===== config.mk =====
export PLATFORM = sky130hd
export DESIGN_NAME = text_buf
export DESIGN_NICKNAME = d
export VERILOG_FILES = /design/src/rtl/text_pkg.sv /design/src/rtl/text_buf_ram.sv /design/src/rtl/text_buf.sv
export SDC_FILE = /design/constraint.sdc
export NUM_CORES = 1
export LEC_CHECK = 0
export ABC_AREA = 1
export CORE_MARGIN = 4
export CORE_UTILIZATION = 61
export CTS_BUF_LIST = sky130_fd_sc_hd__clkbuf_8 sky130_fd_sc_hd__clkbuf_16
export DETAILED_ROUTE_END_ITERATION = 6
export PLACE_DENSITY = 0.79
export SYNTH_ARGS = -nofsm -noshare
export SYNTH_HDL_FRONTEND = slang
export SYNTH_SLANG_ARGS = --single-unit

===== constraint.sdc =====
create_clock -name clk -period 2.6 [get_ports clk]
set_clock_uncertainty 0.05 [all_clocks]
set_input_delay 0.26 -clock clk [delete_from_list [all_inputs] [get_ports clk]]
set_output_delay 0.26 -clock clk [all_outputs]
set_load 0.03 [all_outputs]

===== src/rtl/text_pkg.sv =====
// Shared definitions for the character buffer: control codes, printable range,
// handshake FSM states and the cursor-advance rule.
// Ports: none (package only).
package text_pkg;

  localparam logic [7:0] CHAR_BS    = 8'h08;
  localparam logic [7:0] CHAR_LF    = 8'h0A;
  localparam logic [7:0] CHAR_FF    = 8'h0C;
  localparam logic [7:0] CHAR_SPACE = 8'h20;

  localparam logic [7:0] PRINT_LO   = 8'h20;
  localparam logic [7:0] PRINT_HI   = 8'h7E;

  typedef enum logic [1:0] {
    ST_IDLE  = 2'd0,
    ST_ACK   = 2'd1,
    ST_SWEEP = 2'd2
  } state_t;

  // Unbounded next cursor position; the caller folds it into the buffer
  // (wrap or park). A newline jumps to the first cell of the next line.
  function automatic int cursor_adv(input int pos, input int cols, input logic newline);
    return newline ? ((pos | (cols - 1)) + 1) : (pos + 1);
  endfunction

endpackage


===== src/rtl/text_buf_ram.sv =====
// Character cell store: DEPTH x WIDTH simple dual-port RAM, one synchronous write
// port and one registered read port (1-cycle latency, read-during-write returns old data).
// Ports: clk_i/rst_i, we_i/waddr_i/wdata_i write side, raddr_i/rdata_o read side.
module text_buf_ram #(
  parameter int              DEPTH   = 32,
  parameter int              WIDTH   = 8,
  parameter logic [WIDTH-1:0] RST_VAL = '0
) (
  input  logic                     clk_i,
  input  logic                     rst_i,
  input  logic                     we_i,
  input  logic [$clog2(DEPTH)-1:0] waddr_i,
  input  logic [WIDTH-1:0]         wdata_i,
  input  logic [$clog2(DEPTH)-1:0] raddr_i,
  output logic [WIDTH-1:0]         rdata_o
);

  logic [WIDTH-1:0] mem_q [DEPTH];
  logic [WIDTH-1:0] rdata_q;

  // Array itself carries no reset so it can map onto RAM primitives.
  always_ff @(posedge clk_i) begin
    if (we_i) mem_q[waddr_i] <= wdata_i;
  end

  always_ff @(posedge clk_i or posedge rst_i) begin
    if (rst_i) rdata_q <= RST_VAL;
    else       rdata_q <= mem_q[raddr_i];
  end

  assign rdata_o = rdata_q;

endmodule


===== src/rtl/text_buf.sv =====
// Character buffer between keyboard decoder and display: four-phase read_ready/read
// capture, cursor-based storage with BS/LF/FF handling, background clear sweep.
// Latency: ack 1 cycle after read_ready; capture on the edge read_ready is seen low.
// Backpressure: while busy (sweep) read stays low and read_ready simply waits.
// Ports: clk/rst, read_ready/char_in/read (decoder side), char_addr/char_out (display
// side), cursor/busy/full status.
module text_buf
  import text_pkg::*;
#(
  parameter int DEPTH = 32,
  parameter int COLS  = 16,
  parameter int WIDTH = 8,
  parameter int WRAP  = 1
) (
  input  logic                     clk,
  input  logic                     rst,
  input  logic                     read_ready,
  input  logic [WIDTH-1:0]         char_in,
  output logic                     read,
  input  logic [$clog2(DEPTH)-1:0] char_addr,
  output logic [WIDTH-1:0]         char_out,
  output logic [$clog2(DEPTH)-1:0] cursor,
  output logic                     busy,
  output logic                     full
);

  localparam int AW = $clog2(DEPTH);
  localparam logic [WIDTH-1:0] SPACE = WIDTH'(CHAR_SPACE);

  state_t         state_q, state_d;
  logic [AW-1:0]  sweep_q, sweep_d;
  logic [AW-1:0]  cursor_q, cursor_d;
  logic           full_q, full_d;

  logic           capture;
  logic           is_print, is_bs, is_lf, is_ff;
  int             nxt;
  logic           hs_we;
  logic [AW-1:0]  hs_addr;
  logic [WIDTH-1:0] hs_dat;
  logic           ram_we;
  logic [AW-1:0]  ram_addr;
  logic [WIDTH-1:0] ram_dat;

  assign is_print = (char_in >= WIDTH'(PRINT_LO)) && (char_in <= WIDTH'(PRINT_HI));
  assign is_bs    = (char_in == WIDTH'(CHAR_BS));
  assign is_lf    = (char_in == WIDTH'(CHAR_LF));
  assign is_ff    = (char_in == WIDTH'(CHAR_FF));
  assign capture  = (state_q == ST_ACK) && !read_ready;

  // FSM: state register. Reset lands in SWEEP so memory is initialised.
  always_ff @(posedge clk or posedge rst) begin
    if (rst) state_q <= ST_SWEEP;
    else     state_q <= state_d;
  end

  // FSM: next state.
  always_comb begin
    state_d = state_q;
    unique case (state_q)
      ST_SWEEP: if (sweep_q == AW'(DEPTH - 1)) state_d = ST_IDLE;
      ST_IDLE:  if (read_ready) state_d = ST_ACK;
      ST_ACK:   if (!read_ready) state_d = is_ff ? ST_SWEEP : ST_IDLE;
      default:  state_d = ST_IDLE;
    endcase
  end

  // FSM: outputs.
  always_comb begin
    read = (state_q == ST_ACK);
    busy = (state_q == ST_SWEEP);
  end

  // Cursor, full flag, sweep counter and the handshake-side write request.
  always_comb begin
    cursor_d = cursor_q;
    full_d   = full_q;
    sweep_d  = sweep_q;
    hs_we    = 1'b0;
    hs_addr  = cursor_q;
    hs_dat   = char_in;
    nxt      = cursor_adv(int'(cursor_q), COLS, is_lf);
    // Counter naturally rolls back to 0 after the last cell.
    if (state_q == ST_SWEEP) sweep_d = sweep_q + AW'(1);
    if (capture) begin
      if (is_print || is_lf) begin
        // A parked cursor drops printables and newlines silently.
        if (!full_q) begin
          hs_we = is_print;
          if (nxt >= DEPTH && WRAP == 0) begin
            full_d   = 1'b1;
            cursor_d = AW'(DEPTH - 1);
          end else begin
            // DEPTH is a power of two, so truncation is the modulo wrap.
            cursor_d = AW'(nxt);
          end
        end
      end else if (is_bs) begin
        if (full_q) begin
          // Cursor already sits on the last cell; just unpark and blank it.
          full_d = 1'b0;
          hs_we  = 1'b1;
          hs_dat = SPACE;
        end else if (cursor_q != '0) begin
          cursor_d = cursor_q - AW'(1);
          hs_we    = 1'b1;
          hs_addr  = cursor_q - AW'(1);
          hs_dat   = SPACE;
        end
      end else if (is_ff) begin
        cursor_d = '0;
        full_d   = 1'b0;
        sweep_d  = '0;
      end
    end
  end

  always_ff @(posedge clk or posedge rst) begin
    if (rst) begin
      sweep_q  <= '0;
      cursor_q <= '0;
      full_q   <= 1'b0;
    end else begin
      sweep_q  <= sweep_d;
      cursor_q <= cursor_d;
      full_q   <= full_d;
    end
  end

  // Sweep owns the write port whenever it runs.
  assign ram_we   = busy | hs_we;
  assign ram_addr = busy ? sweep_q : hs_addr;
  assign ram_dat  = busy ? SPACE : hs_dat;

  text_buf_ram #(
    .DEPTH   (DEPTH),
    .WIDTH   (WIDTH),
    .RST_VAL (SPACE)
  ) u_ram (
    .clk_i   (clk),
    .rst_i   (rst),
    .we_i    (ram_we),
    .waddr_i (ram_addr),
    .wdata_i (ram_dat),
    .raddr_i (char_addr),
    .rdata_o (char_out)
  );

  assign cursor = cursor_q;
  assign full   = full_q;

endmodule


After elaboration in Yosys (flattened, before gate mapping). Memory sizes are Yosys's and may differ from the RTL's. A register that Yosys moved wholly into a read port is not among the register bits. Index checks and enable logic that the tools add are counted. Widths: inputs -> output; s select.

Flip-flop bits (word level): 13. Bits in writable memories: 256. Input bits: 16. Output and inout port bits: 16. Word-level logic and storage cells: 71. Memories kept: 1.

Memory list: u_ram.mem_q (words 32, width 8, rd ports 1, clocked after memory_dff 1, write ports 1, line text_buf_ram.sv:18) `logic [WIDTH-1:0] mem_q [DEPTH];`.

Add/sub/neg operators: 4. Order comparisons: 2. Equality and inequality tests: 10. Muxes and demuxes: 37. Bitwise operators: 2. Reduce and logical (&&, ||, !) cells: 11.

Operator list (number): $mux 5 (16); $mux 8 (6); $eq 8x4->1 const B (3); $add 5x1->5 const B (3); $mux 1 (10); $reduce_and 3->1 (3); $ge 8x6->1 const B (1); $le 8x7->1 const B (1); $mux 2 (4); $ne 2x2->1 const B (3); $pmux 2 s3 (1); $eq 5x5->1 const B (1); $reduce_bool 5->1 (1); $sub 5x1->5 const B (1); $reduce_bool 3->1 (1); $eq 2x1->1 const B (1); $eq 2x2->1 const B (1); $logic_and 1x1->1 (2); $logic_not 2->1 (1); $ne 2x1->1 const B (1); $reduce_bool 2->1 (1); $logic_not 1->1 (1); $logic_or 1x1->1 (1); $not 1->1 (1); $or 1x1->1 (1).

Longest topological paths before layout.
Depth after elaboration: 9. Mapped depth: 12. Depth with buffers taken out: 11.

Modules after synthesis. A second synthesis with hierarchy kept.

Cell total of the unflattened synthesis: 1099. Area total of the unflattened synthesis: 12022.8 um2.

Modules (own cells, without submodules): text_buf_ram (times used 1, cells an instance 923, area an instance 10827.9 um2, seq. area each 7888.8 um2); text_buf (times used 1, cells an instance 176, area an instance 1194.9 um2, seq. area each 301.5 um2).

Worst setup path after synthesis. Ideal clock, no wire load.

Kind: reg-to-reg. Start: register cursor_q[0], in the netlist cursor[0]. End: memory u_ram.mem_q[11][0], enable pin. Library setup time: 0.370 ns. Data arrival time: 2.199 ns. Required time: 2.180 ns. Path slack: -0.019 ns. Stages on the path, launching flop included: 12. Path buffers: 0. Clock period less this slack: 2.619 ns. Cell sequence: dfrtp_1 inv_1 ha_1 nand3_1 inv_1 nor2_2 inv_1 nand2_1 nand2_1 nand2_2 nand3_4 nor2_1.

Longest elaborated chain between the ends: 9. Elaborated cells between the ends (all ways): 16. Those cells by class: add/sub: 1; mux: 13; bitwise: 1; reduce/logical: 1.

Ends and longest elaborated chain: from (decl) (line text_buf.sv:32) `logic [AW-1:0] cursor_q, cursor_d;`; from (signal assigned) (line text_buf.sv:125) `cursor_q <= cursor_d;`; parallel branches: the longest is 9 deep, another holds $sub 5x1->5; to (decl) (line text_buf_ram.sv:18).

Several ways; the timed one is not identified.

Worst setup path after layout.
Start: register cursor_q[1], in the netlist cursor[1]. End: memory u_ram.mem_q[23][5], enable pin.

Same word-level chain as after synthesis.

==> qor.txt <==
Initial DRC count: 1021
Sequential fraction of the synthesis area: 69.68%
Max FO, Critical Path: 8
Hold_buf cts: 0
Detail Placement HPWL: 17350 um
Post-Syn Area: 11760 um^2
Placement Cell Area: 12760 um^2
Crit path launch type: flop
Ports: 32
Number of global-route vias before repair: 7760
Post-Syn Nets: 977
DR vias: 7965
Gp weighted congestion: 0.9175
Drt pass-1 iters: 6
Final Hold Viols: 0
# rows: 50
Overflow after GRT: 0
Worst reg2reg path depth: 11
Final antenna-violating net count: 0
Synth Instances: 957
Pleak: 4.818 nW
CP startpoint: cursor[1]
HP Class: in2async
Levels on crit path: 11
Final Cycle Share: 92.60%
# diodes: 0
Worst reg2reg path endpoint: u_ram.mem_q[23][5]
Top post-synthesis cells by count: 256 x edfxtp_1, 165 x nor2_1, 103 x nand2_1
Avg WL per Cell: 20.90 um
CTS Buffer Depth: 3
CP peak stage delay: 380 ps
Fmax: 0.4154 GHz
Largest net degree at the start of global routing: 65
RSZ-0062 raised after global routing: no
Post-Route WL: 27300 um
Leading area contributor after synthesis: edfxtp_1
CTS Buf Count: 27
Delay-heaviest family, CP: simple AND/OR/NAND/NOR gates
Kind of critical path: reg2reg
Worst setup path endpoint: u_ram.mem_q[23][5]
Die area: 21560 um^2
CTS clk-pin slew, worst paths: 60 ps
Worst-Margin Slew: 918.8 ps
Finished Cell Area: 13520 um^2
Worst rel slew slack: 38.68%
Nets: 1050
Share of the synthesized area in the top cell type: 65.40%
Final Slew Violations: 0
Prevailing post-synth register cell: edfxtp_1
P&R area growth vs syn: 14.98%
Worst slack, placed: -35.44 ps
Worst VDD drop: 0.5371 mV
First-pass GRT wire length: 43110 um
Worst Path Buf+Inv: 2
Vias per cell: 6.099
# Max-Cap Violations: 0
Die height: 146.8 um
GRT Overall Usage: 25.47%
Asr flop ratio synth: 7.246%
Remaining routing DRC violations: 0
Most common cell in the netlist: edfxtp_1
Worst flop-to-flop path startpoint: cursor[1]
Outcome: complete, no violations
Root buffer cell: clkbuf_16
Most frequent CP cell: nand2_1
Fill cell count: 1245
Cell Chain, Critical Path: inv_1 -> ha_1 -> nand3_1 -> nand2_1 -> nand2_1 -> nand2_1 -> nand3_1 -> nand2_1 -> nand3_4 -> nor2_1 -> buf_4
Area contributors post-synth: edfxtp_1 65%, nor2_1 5.3%, o21bai_1 4.1%, dfrtp_1 3.8%, nand2_1 3.3%
Post-synth EDFFs: 256
Worst setup margin: 192.4 ps
Initial Util: 62.43%
Post-synthesis cell type count: 33
CTS tree: done
Minimum clock period: 2408 ps
Htree depth: 1
Yosys reg bits: 276
Worst endpoint data arrival time: 2580 ps
Slowest cell on crit path: dfrtp_1
IO buf count: 30
Pwr dens: 690.6 nW/um^2
Req. time, crit path: 2780 ps
Final core utilization: 71.77%
YS warnings: 0
WHS: 198.2 ps
Clk_lat worst skew: 520 ps
CTS sink count: 276
Initial antenna violation count: 0
Layout cell share with drive strength beyond 1: 12.62%
Post-Syn Area per Cell: 12.28 um^2
Final setup vio count: 0
Crit path capture type: flop
Placeable Area: 18830 um^2
Reg2reg setup slack: 190 ps
Die width: 146.8 um
## registers in the layout, summed over array words and instances (netlist names)
signal,count
state_q,2
sweep_q,5
u_ram.mem_q,256
u_ram.rdata_o,8
cursor,5
## layout make-up
| cell class | instances | area, um^2 | share of cell area [%] |
|---|---|---|---|
| Timing Repair Buffer | 102 | 913.4 | 6.758 |
| Multi-Input combinational cell | 589 | 3204 | 23.71 |
| Clock buffer | 27 | 675.6 | 4.999 |
| Clock inverter | 18 | 77.57 | 0.5740 |
| Inverter | 34 | 128.9 | 0.9535 |
| Tap cell | 260 | 325.3 | 2.407 |
| Sequential cell | 276 | 8190 | 60.60 |
## power breakdown
group	internal (W)	switching (W)	total, W
clock network	0.00186	0.00151	0.00337
registers	0.00491	0.0000287	0.00494
logic	0.000344	0.000678	0.00102
total	0.00712	0.00222	0.00933
## cells in the final DEF, fill, tap and decap left out, types with 4 or more instances in the layout
cell type	n
buf_12	6
buf_4	68
clkbuf_16	27
clkdlybuf4s50_1	27
clkinv_2	9
dfrtp_1	18
edfxtp_1	256
ha_1	4
inv_1	38
nand2_1	103
nand3_1	59
nand3_4	4
nand4_1	5
nor2_1	159
nor2_2	8
o211ai_1	24
o21a_1	24
o21ai_0	73
o21bai_1	64
o221ai_1	40
xor2_1	4
## metrics by stage
step	total power [W]	setup TNS [ps]	std cells
finish	0.009334	0	1306
global route	0.009664	0	1306
CTS	0.009361	0	1306
detailed placement	0.006041	-1455	1261
global placement	0.006018	0	1261
floorplan	0.005667	-3453	957
## layer usage
layer  global-route usage, %  vias to the layer above  wire length, um
met5                       0                        -                0
met4                   7.855                        0              716
met3                   3.794                       63             2410
met2                   40.33                      411            13060
met1                   37.15                     3849            11110
li1                        -                     3642                -
## cell families after synthesis
family                     after synthesis  share of synthesized area [%]
AOI/OAI and AO/OA                      232                          13.63
xor gates and xnor gates                 5                         0.3725
adders and majority gates                4                         0.4258
buffers and inverters                   92                          3.193
DFF                                    276                          69.68
other                                    1                        0.03190
and+or+nand+nor                        347                          12.67
## worst register-to-register path, cell delays in order, from the launching register on
cell and delay, ps:
dfrtp_1 380, inv_1 130, ha_1 260, nand3_1 180
nand2_1 110, nand2_1 90, nand2_1 70, nand3_1 80
nand2_1 170, nand3_4 210, nor2_1 170, buf_4 200
## worst min path at each step
| stage | start | endpoint | slack (ps) | depth (start not counted) |
|---|---|---|---|---|
| 2_1_floorplan | rst | cursor[0] | 170 | 1 |
| 5_1_grt | rst | state_q[0] | 270 | 2 |
| 4_1_cts | rst | state_q[0] | 210 | 2 |
| 6_report | rst | u_ram.rdata_o[7] | 200 | 2 |
| 3_3_place_gp | state_q[1] | state_q[0] | 460 | 1 |
| 3_5_place_dp | state_q[1] | state_q[0] | 470 | 1 |
## what timing repair did
| item | in CTS | in global routing |
|---|---|---|
| setup buffers | 0 | 0 |
| endpoints found under the setup margin | 0 | 1 |
| gates resized for setup | 0 | 1 |
(Power assumes the default switching activity.)
==> edit 1 (same settings) <==
`WIDTH` is set to 8 in 2 places; all go to 9.
--- a/src/rtl/text_buf_ram.sv
+++ b/src/rtl/text_buf_ram.sv
@@ -4,5 +4,5 @@
 module text_buf_ram #(
   parameter int              DEPTH   = 32,
-  parameter int              WIDTH   = 8,
+  parameter int              WIDTH   = 9,
   parameter logic [WIDTH-1:0] RST_VAL = '0
 ) (
--- a/src/rtl/text_buf.sv
+++ b/src/rtl/text_buf.sv
@@ -10,5 +10,5 @@
   parameter int DEPTH = 32,
   parameter int COLS  = 16,
-  parameter int WIDTH = 8,
+  parameter int WIDTH = 9,
   parameter int WRAP  = 1
 ) (
Ports: changed (resized char_in and char_out); port bits go from 32 to 34. The function was not compared with the original's and may differ.
==> edit 1 against the unedited design <==
Design area increased by 13%. Synthesized area increased by 11%. Power increased by 19%. Sequential cell count increased by 33. Critical path depth unchanged. Worst setup slack improved by 44 ps. Wire length increased by 22%. Critical endpoint is now u_ram.mem_q[25][8]. Largest power group unchanged.
==> edit 1: results (changes against the unedited design) <==
- Crit Path Max Fanout: 9 (+1)
- Switching Share: 0.241 (+0.00367)
- Clock power frac: 0.391 (+0.030)
- Routability Congestion: 0.948 (+3.3%)
- Clock buf/inv share: 0.0656 (+0.00988)
- Fraction of area in registers: 0.603 (-0.00302)
- Synth top cells by count: 288 x edfxtp_1, 207 x nor2_1, 98 x nand2_1
- Placed cells: 1,367 (+8.4%)
- Post-DP HPWL: 20,000 µm (+15%)
- Total power: 0.0111 W (+19%)
- Static leakage: 5.41 nW (+12%)
- Largest net degree at the start of global routing: 79 (+22%)
- Sequential cells: 309 (+12%)
- Worst-Skew Late Latency: 550 ps (+30 ps)
- Placed Area: 14,200 µm² (+11%)
- Multi-input combinational cell count: 636 (+8.0%)
- Area growth syn-to-layout: 16.2%
- Worst slew pin tran: 1110 ps (+189 ps)
- Sequential element share of the synthesized area: 0.700 (+0.00366)
- Max reg flops: 288 (+13%)
- Outcome: finished clean
- Buffers on Ports: 32 (+6.7%)
- Non-clock buffers, area share: 0.0674 (-0.000162)
- Multi-input combinational area share: 0.231 (-0.00647)
- Vias in the first global route: 9,075 (+17%)
- Filler cells: 1,390 (+12%)
- CTS buffer count: 31 (+15%)
- DR iter-0 viols: 1,304 (+28%)
- Reg-to-reg slack, setup: 240 ps (+40 ps)
- Global-route usage over all layers: 0.278 (+0.0233)
- Crit path time final: 2360 ps (-44.0 ps)
- Drt first pass iters: 5 (-1)
- Post-Syn Area per Cell: 12.5 µm² (+1.6%)
- Total wire length: 33,200 µm (+22%)
- Die area: 23,900 µm² (+11%)
- Buffers excl. clock: 110 (+7.8%)
- Non-clock inverter count: 41 (+21%)
==> edit 1: cells by family (layout without fill, tap and decap cells) <==
logic type / after synthesis / in the layout / synth area share
simple gates: 390 / 390 / 0.130
flops: 309 / 309 / 0.700
compound gates: 233 / 233 / 0.125
buf+inv: 105 / 208 / 0.0350
xor+xnor: 8 / 8 / 0.00535
fa+ha+maj: 4 / 4 / 0.00382
other cells: 1 / 1 / 0.000286
==> edit 1: worst max-delay path: stages, from the launching register on <==
cell and delay, ps:
dfrtp_1 380, inv_1 110, ha_2 260, nand3_4 150
xor2_1 210, nor2_1 120, nor2_1 80, nor2_4 100
nand3_2 90, buf_12 170, nor2_1 150, buf_4 200
==> edit 1: metal layers <==
layer | up-vias | track usage | wire (µm)
li1 | 4000 | - | -
met1 | 4313 | 0.369 | 12000
met2 | 613 | 0.461 | 16200
met3 | 112 | 0.0481 | 3570
met4 | 0 | 0.112 | 1470
met5 | - | 0 | 0
==> edit 2 (same settings) <==
Made on the original files. Re-encode `state_t` (3 states) as one-hot, 3 bits wide.
--- a/src/rtl/text_pkg.sv
+++ b/src/rtl/text_pkg.sv
@@ -12,8 +12,8 @@
   localparam logic [7:0] PRINT_HI   = 8'h7E;
 
-  typedef enum logic [1:0] {
-    ST_IDLE  = 2'd0,
-    ST_ACK   = 2'd1,
-    ST_SWEEP = 2'd2
+  typedef enum logic [2:0] {
+    ST_IDLE  = 3'b001,
+    ST_ACK   = 3'b010,
+    ST_SWEEP = 3'b100
   } state_t;
 
Function: same outputs for any inputs over 10 cycles, from zero or initial values and one cycle with rst high; not proved beyond that.
==> edit 2 against the unedited design <==
Sequential cell count grew 1. Clock power rose by 13%. First-iteration DRC count is 20% lower. Power grew 11%. Final cell count up 0.15%. Synthesized area grew 1.9%. Non-clock buffer count is 8 lower. Wire length about the same. Utilization rose by 0.78 points. Via count grew 0.67%. Maximum frequency increased by 0.46%. Design area rose by 2.1%. Worst setup slack improved by 11 ps. Critical path type unchanged.
==> edit 2: results (changes against the unedited design) <==
- Total wire length: 27,300 µm (about the same)
- Area contributors post-synth: edfxtp_1 64%, nor2_1 5.1%, o21bai_1 4.0%
- Worst-Skew Late Latency: 540 ps (+20 ps)
- Drt first pass iters: 5 (-1)
- Outcome: finished clean
- Most flops, register: u_ram.mem_q
- Post-synth ARST share: 0.0758 (+0.00335)
- Filler cells: 1,240 (-0.40%)
- Global-route usage over all layers: 0.250 (-0.00496)
- Peak VDD IR: 0.577 mV (+7.4%)
- Count of different cell masters after synthesis: 35 (+6.1%)
- Crit Path Max Fanout: 8 (unchanged)
- Worst r2r src: cursor[0]
- CTS buffer count: 28 (+3.7%)
- GR Layer Usage met1: 0.361 (-0.0108)
- Met3 Use GR: 0.0399 (+0.00198)
- Vias in the first global route: 7,699 (-0.79%)
- Metal3 WL: 2680 µm (+11%)
- Synth top cells by count: 256 x edfxtp_1, 162 x nor2_1, 92 x nand2_1
- Largest net degree at the start of global routing: 129 (+98%)
- Pre-CTS worst setup slack: 18.5 ps (+53.9 ps)
- First-pass GRT wire length: 42,700 µm (-1.0%)
- Grt met2 use: 0.401 (-0.00186)
- Sequential element share of the synthesized area: 0.686 (-0.0109)
- Worst slew pin tran: 612 ps (-307 ps)
- WL met1: 11,000 µm (-1.3%)
- Met2 WL: 13,100 µm (+0.19%)
- Share of cells above drive strength 1: 0.152 (+0.0255)
- Routability Congestion: 0.887 (-3.3%)
- Critical Path End: u_ram.mem_q[20][6]
- Net count, final: 1,046 (-0.38%)
- Post-DP HPWL: 16,600 µm (-4.2%)
- Syn Nets: 981 (+0.41%)
- Placed Area: 12,900 µm² (+1.2%)
- Non-filler cells, final: 1,308 (+0.15%)
- Via/cell ratio: 6.13 (+0.51%)
- Hold_ws: 68.2 ps (-130 ps)
edit 2: kinds of logic (layout without fill, tap and decap cells):
group,after synthesis,count (layout),share of synthesized area
compound gates,234,234,0.137
xor+xnor,5,5,0.00366
fa+ha+maj,4,4,0.00418
buf+inv,99,186,0.0345
flops,277,277,0.686
other cells,1,1,0.000313
simple gates,341,341,0.135
edit 2: area by class of cell:
class / instances / area, µm² / area share
Clock buffer: 29 / 726 / 0.0526
Tap cell: 260 / 325 / 0.0236
Sequential cell: 277 / 8220 / 0.595
Timing Repair Buffer: 94 / 858 / 0.0622
Multi-Input combinational cell: 585 / 3370 / 0.244
Clock inverter: 23 / 156 / 0.0113
Inverter: 40 / 151 / 0.0110
edit 2: report_power, final:
group	switching (W)	internal (W)
logic	0.00102	0.000522
clock network	0.00159	0.00221
registers	0.0000716	0.00494
total	0.00268	0.00767
